### src/rtl/uart_tx_arbiter.sv
// Round-robin, whole-message arbiter that feeds the UART TX ring buffer's strobed write port.
// Writes are paced to baud_x1, and a credit counter keeps the ring from overrunning.
module uart_tx_arbiter #(
    parameter int N_REQ = 2,
    parameter int DEPTH = 255,
    parameter int LVL_W = 8
) (
    input  logic               clk,
    input  logic               reset,
    input  logic               baud_x1,
    input  logic [N_REQ-1:0]   req_valid,
    input  logic [N_REQ-1:0]   req_last,
    input  logic [8*N_REQ-1:0] req_data,
    output logic [N_REQ-1:0]   req_ready,
    output logic [7:0]         buf_data,
    output logic               buf_strobe,
    input  logic               buf_pop,
    output logic [N_REQ-1:0]   grant,
    output logic               busy,
    output logic [LVL_W-1:0]   level
);
    localparam int IDX_W = (N_REQ > 1) ? $clog2(N_REQ) : 1;

    typedef enum logic [1:0] {IDLE, OPEN, STB_HI, STB_LO} state_t;

    state_t           state_reg;
    logic [IDX_W-1:0] ptr_reg;
    logic [IDX_W-1:0] owner_reg;
    logic             msg_end_reg;
    logic [N_REQ-1:0] req_ready_reg;
    logic [N_REQ-1:0] grant_reg;
    logic [7:0]       buf_data_reg;
    logic             buf_strobe_reg;
    logic [LVL_W-1:0] level_reg;

    logic [7:0]       req_bytes [N_REQ];
    logic [IDX_W:0]   rr_sum    [N_REQ];
    logic [IDX_W-1:0] rr_idx    [N_REQ];

    // rr_idx[k] is the requester examined k-th, counting from the round-robin pointer.
    generate
        for (genvar gi = 0; gi < N_REQ; gi++) begin : g_req
            assign req_bytes[gi] = req_data[8*gi +: 8];
            assign rr_sum[gi]    = {1'b0, ptr_reg} + (IDX_W+1)'(gi);
            assign rr_idx[gi]    = (rr_sum[gi] >= (IDX_W+1)'(N_REQ))
                                 ? IDX_W'(rr_sum[gi] - (IDX_W+1)'(N_REQ))
                                 : rr_sum[gi][IDX_W-1:0];
        end
    endgenerate

    logic             win_found;
    logic [IDX_W-1:0] win_idx;

    always_comb begin
        win_found = 1'b0;
        win_idx   = '0;
        for (int k = 0; k < N_REQ; k++) begin
            if (!win_found && req_valid[rr_idx[k]]) begin
                win_found = 1'b1;
                win_idx   = rr_idx[k];
            end
        end
    end

    logic             accept;
    logic             pop_ok;
    logic [IDX_W-1:0] ptr_next;

    assign accept   = (state_reg == OPEN) && req_valid[owner_reg] && (level_reg < LVL_W'(DEPTH));
    assign pop_ok   = buf_pop && (level_reg != '0);
    assign ptr_next = (owner_reg == IDX_W'(N_REQ-1)) ? '0 : owner_reg + IDX_W'(1);

    always_ff @(posedge clk) begin
        if (reset) begin
            state_reg      <= IDLE;
            ptr_reg        <= '0;
            owner_reg      <= '0;
            msg_end_reg    <= 1'b0;
            req_ready_reg  <= '0;
            grant_reg      <= '0;
            buf_data_reg   <= 8'h00;
            buf_strobe_reg <= 1'b0;
            level_reg      <= '0;
        end else begin
            req_ready_reg <= '0;

            // A write and a pop in the same cycle cancel out.
            if (accept && !pop_ok)
                level_reg <= level_reg + LVL_W'(1);
            else if (!accept && pop_ok)
                level_reg <= level_reg - LVL_W'(1);

            case (state_reg)
                IDLE: begin
                    if (win_found) begin
                        grant_reg <= {{(N_REQ-1){1'b0}}, 1'b1} << win_idx;
                        owner_reg <= win_idx;
                        state_reg <= OPEN;
                    end
                end
                OPEN: begin
                    if (accept) begin
                        buf_data_reg             <= req_bytes[owner_reg];
                        req_ready_reg[owner_reg] <= 1'b1;
                        msg_end_reg              <= req_last[owner_reg];
                        buf_strobe_reg           <= 1'b1;
                        state_reg                <= STB_HI;
                    end
                end
                STB_HI: begin
                    if (baud_x1) begin
                        buf_strobe_reg <= 1'b0;
                        state_reg      <= STB_LO;
                    end
                end
                STB_LO: begin
                    // A full baud period low guarantees the buffer sees a fresh rising edge.
                    if (baud_x1) begin
                        if (msg_end_reg) begin
                            grant_reg <= '0;
                            ptr_reg   <= ptr_next;
                            state_reg <= IDLE;
                        end else begin
                            state_reg <= OPEN;
                        end
                    end
                end
                default: state_reg <= IDLE;
            endcase
        end
    end

    assign req_ready  = req_ready_reg;
    assign buf_data   = buf_data_reg;
    assign buf_strobe = buf_strobe_reg;
    assign grant      = grant_reg;
    assign busy       = (state_reg != IDLE);
    assign level      = level_reg;
endmodule
### config.mk
export PLATFORM = sky130hd
export DESIGN_NAME = uart_tx_arbiter
export DESIGN_NICKNAME = d
export VERILOG_FILES = /design/src/rtl/uart_tx_arbiter.sv
export SDC_FILE = /design/constraint.sdc
export NUM_CORES = 1
export LEC_CHECK = 0
export ABC_AREA = 1
export CAP_MARGIN = 20
export CORE_ASPECT_RATIO = 0.8
export CORE_UTILIZATION = 43
export DETAILED_ROUTE_END_ITERATION = 12
export PLACE_DENSITY = 0.85
export SLEW_MARGIN = 30
export SYNTH_ARGS = -nofsm -noshare
export SYNTH_HDL_FRONTEND = slang
export SYNTH_SLANG_ARGS = --single-unit
### constraint.sdc
create_clock -name clk -period 2.4 [get_ports clk]
set_clock_uncertainty 0.1 [all_clocks]
set_input_delay 0.36 -clock clk [delete_from_list [all_inputs] [get_ports clk]]
set_output_delay 0.36 -clock clk [all_outputs]
set_load 0.03 [all_outputs]
==> impl_metrics.py <==
metrics = {
    "clock_tree": {
        "cts.sinks": 26,
        "cts_max_level": 1,
        "root_buffer": "clkbuf_8",
        "clk_pin_slew_ns": 0.09,
        "cts_made_buffers": 3,
        "cts_tree": "yes",
        "insertion_delay_ns": 0.27,
        "cts_hold_buf": 0,
        "clk_path_buf_depth": 2,
    },
    "detailed_routing": {
        "wl_per_cell_um": 15.0,
        "drt_wl_total_um": 5030,
        "ant_nets": 0,
        "via_count": 1828,
        "drc": 2,
        "dr.pass1.iters": 8,
        "drtIter0Drc": 205,
        "viasPerCell": 5.46,
    },
    "finish": {
        "drive_above_1_share_pct": 18.8,
        "fin_nets": 332,
        "area_growth_pct": 50.9,
        "antennaDiodeCount": 0,
    },
    "logic_synthesis": {
        "syn_area_per_cell_sq_um": 6.83,
        "ys_warn_count": 0,
        "yosysMostFrequentCell": "nand2_1",
        "netlist-cell-type-count": 22,
        "syn_inst": 236,
        "synth_area_leader_cell": "dfxtp_1",
        "ys_top_cells_by_count": "nand2_1 (65), inv_1 (37), dfxtp_1 (26)",
        "synth-seq-cells": 26,
        "netlist_area_sq_um": 1610,
        "ys_async_sr_fraction_pct": 0,
        "synth_top_cell_area_share_pct": 32.3,
        "yosys_most_used_dff": "dfxtp_1",
        "synth_area_leaders": "dfxtp_1 (32%), nand2_1 (15%), ha_1 (10%)",
        "synth-seq-area-share_pct": 32.3,
        "synth-edff-count": 0,
        "synth_fp_nets": 274,
    },
    "status": {
        "status": "complete, but fails checks",
        "violations": "DRC",
    },
    "worst_setup_path": {
        "path_buf_inv": 6,
        "path_class": "flop to flop",
        "r2r-start": "state_reg[1]",
        "reg2reg_slack_ns": 0.04,
        "critPathTopFamily": "simple AND/OR/NAND/NOR gates",
        "slowest_stage": "dfxtp_4",
        "critPathLaunch": "state_reg[1]",
        "worstSetupEndpoint": "level[7]",
        "path_cells": "inv_4 > ha_4 > inv_1 > nor2_2 > nand2_2 > inv_2 > ha_4 > clkinv_8 > ha_4 > buf_4 > nand2_1 > nor2_2 > nand2_2 > nand3_1 > nand3_1 > nand2_1 > inv_1",
        "cp-start-kind": "flop",
        "max_stage_delay_ns": 0.37,
        "end_kind": "flop",
        "r2r-end": "level[7]",
        "rr_worst_depth": 17,
        "crit_top_cell": "ha_4",
        "crit_cells": 17,
        "cp_data_arrival_time_ns": 2.44,
        "cp.required_ns": 2.48,
        "crit_path_max_fanout": 8,
    },
    "die": {
        "dieArea_sq_um": 4000,
        "rows": 19,
        "die_h_um": 56.8,
        "core_area_sq_um": 3520,
        "die_x_um": 70.5,
        "start_util_pct": 45.8,
        "io_pins": 46,
    },
    "power_and_ir_drop": {
        "netSwitchingPower_uw": 1570,
        "p_leak_uw": 0.00118,
        "p_per_area_nw_per_um2": 1370,
        "vdd.ir_drop.worst_v": 0.000772,
        "combPwrFrac_pct": 65.9,
        "intPower_uw": 1770,
        "sequentialPowerShare_pct": 23.1,
        "switching_share_pct": 47.0,
        "clockPowerShare_pct": 11.0,
    },
    "global_routing": {
        "antenna_found_initial": 0,
        "grt_pass1_wl_um": 7210,
        "grt_max_degree": 20,
        "first_global_vias": 1712,
        "grt_usage_pct": 22.8,
        "overflow": 0,
    },
    "timing": {
        "fin_crit_sh_pct": 98.2,
        "whs_ns": 0.375,
        "fmax_mhz": 424,
        "finalSetupViolCount": 0,
        "slew_viol_final": 0,
        "max_slew.worst_pin.slew_ns": 0.477,
        "fin_ws_ns": 0.0434,
        "finalCriticalPeriod_ns": 2.36,
        "finalHoldViolCount": 0,
        "max_slew_margin_pct": 68.2,
    },
    "worst_hold_path": {
        "worstHoldPathType": "flop to flop",
    },
    "place": {
        "place_ws_ns": -0.365,
        "gp_congestion": 0.872,
        "place_hpwl_um": 3170,
        "portBuffers": 45,
    },
    "run": {
        "drv_cap": 0,
    },
}
[per-stage QoR]
step / total power [uW] / util (%) / cells / area (sq um) / TNS [ns]
after floorplan: 1930 / - / 236 / 1630 / 0
after global placement: 2510 / 62.5 / 330 / 2200 / -1.35
after detailed placement: 2590 / 62.5 / 330 / 2200 / -1.63
after CTS: 3010 / 65.2 / 334 / 2290 / 0
after global routing: 3570 / 69.2 / 335 / 2430 / -0.202
final: 3340 / 69.2 / 335 / 2430 / 0
[how the worst min path moves through the flow]
stage                  start  slack [ns]       end  cells past startpoint
floorplan            ptr_reg        0.34   ptr_reg                      2
global placement    grant[0]        0.35  grant[0]                      2
detailed placement   ptr_reg        0.37   ptr_reg                      2
CTS                  ptr_reg        0.38   ptr_reg                      2
global route        grant[1]        0.39  grant[1]                      2
finish              grant[1]        0.37  grant[1]                      2
[power by group through the flow]
stage	clock [uW]	combinational [uW]	sequential, uW
global placement	0	1790	726
floorplan	0	1010	923
CTS	365	1920	728
finish	367	2200	771
global route	389	2390	787
detailed placement	0	1850	731
[what timing repair did]
item | 4_1_cts | 5_1_grt
pin swaps | 0 | 8
resized for setup | 4 | 32
setup buffers | 0 | 1
endpoints found under the setup margin | 4 | 5
[layout by cell type (no fill, tap or decap), types with 2 or more instances in the layout]
master,synthesis,final
a21oi_1,15,13
a21oi_2,0,2
buf_4,0,15
clkbuf_8,0,3
clkdlybuf4s50_1,0,43
dfxtp_1,26,15
dfxtp_2,0,10
dlymetal6s2s_1,0,2
ha_1,13,5
ha_4,0,8
inv_1,37,33
inv_2,2,4
nand2_1,65,62
nand2_2,1,4
nand3_1,22,21
nand4_1,5,5
nor2_1,14,12
nor2_2,0,2
o211a_1,9,9
o21ai_0,11,8
o21ai_2,0,2
xnor2_1,2,2
xor2_1,2,2
[final cells by class]
| cell class | instances | area, sq um |
|---|---|---|
| fillers | 284 | 1080 |
| multi-input cells | 164 | 1040 |
| clock buffers | 3 | 41.3 |
| inverters | 39 | 161 |
| well taps | 42 | 52.6 |
| repair buffers | 60 | 568 |
| clock inverters | 1 | 30.0 |
| flip-flops and latches | 26 | 537 |
[kinds of logic (layout without fill, tap and decap cells)]
logic type | after synthesis | count (layout) | synth area share, %
AND/OR/NAND/NOR | 109 | 109 | 28.4
buffers and inverters | 46 | 103 | 11.2
AO/OA/AOI/OAI | 37 | 37 | 14.6
flip-flops | 26 | 26 | 32.3
adder cells (fa/ha/maj) | 14 | 14 | 11.3
XOR/XNOR | 4 | 4 | 2.17
[worst reg2reg max path: stages (launching register included)]
cell	delay (ns)
dfxtp_4	0.37
inv_4	0.08
ha_4	0.14
inv_1	0.05
nor2_2	0.10
nand2_2	0.09
inv_2	0.08
ha_4	0.19
clkinv_8	0.11
ha_4	0.28
buf_4	0.12
nand2_1	0.07
nor2_2	0.13
nand2_2	0.08
nand3_1	0.08
nand3_1	0.07
nand2_1	0.09
inv_1	0.04
[metal layers]
metal  GRT usage [%]  vias up  share of wire [%]
met2            37.9       99                 47
met3            4.31       22                8.7
met5               0        -                  0
met4            7.58        0                4.2
li1                -      869                  -
met1            29.8      838                 40
Power figures use the tool's default switching activity.
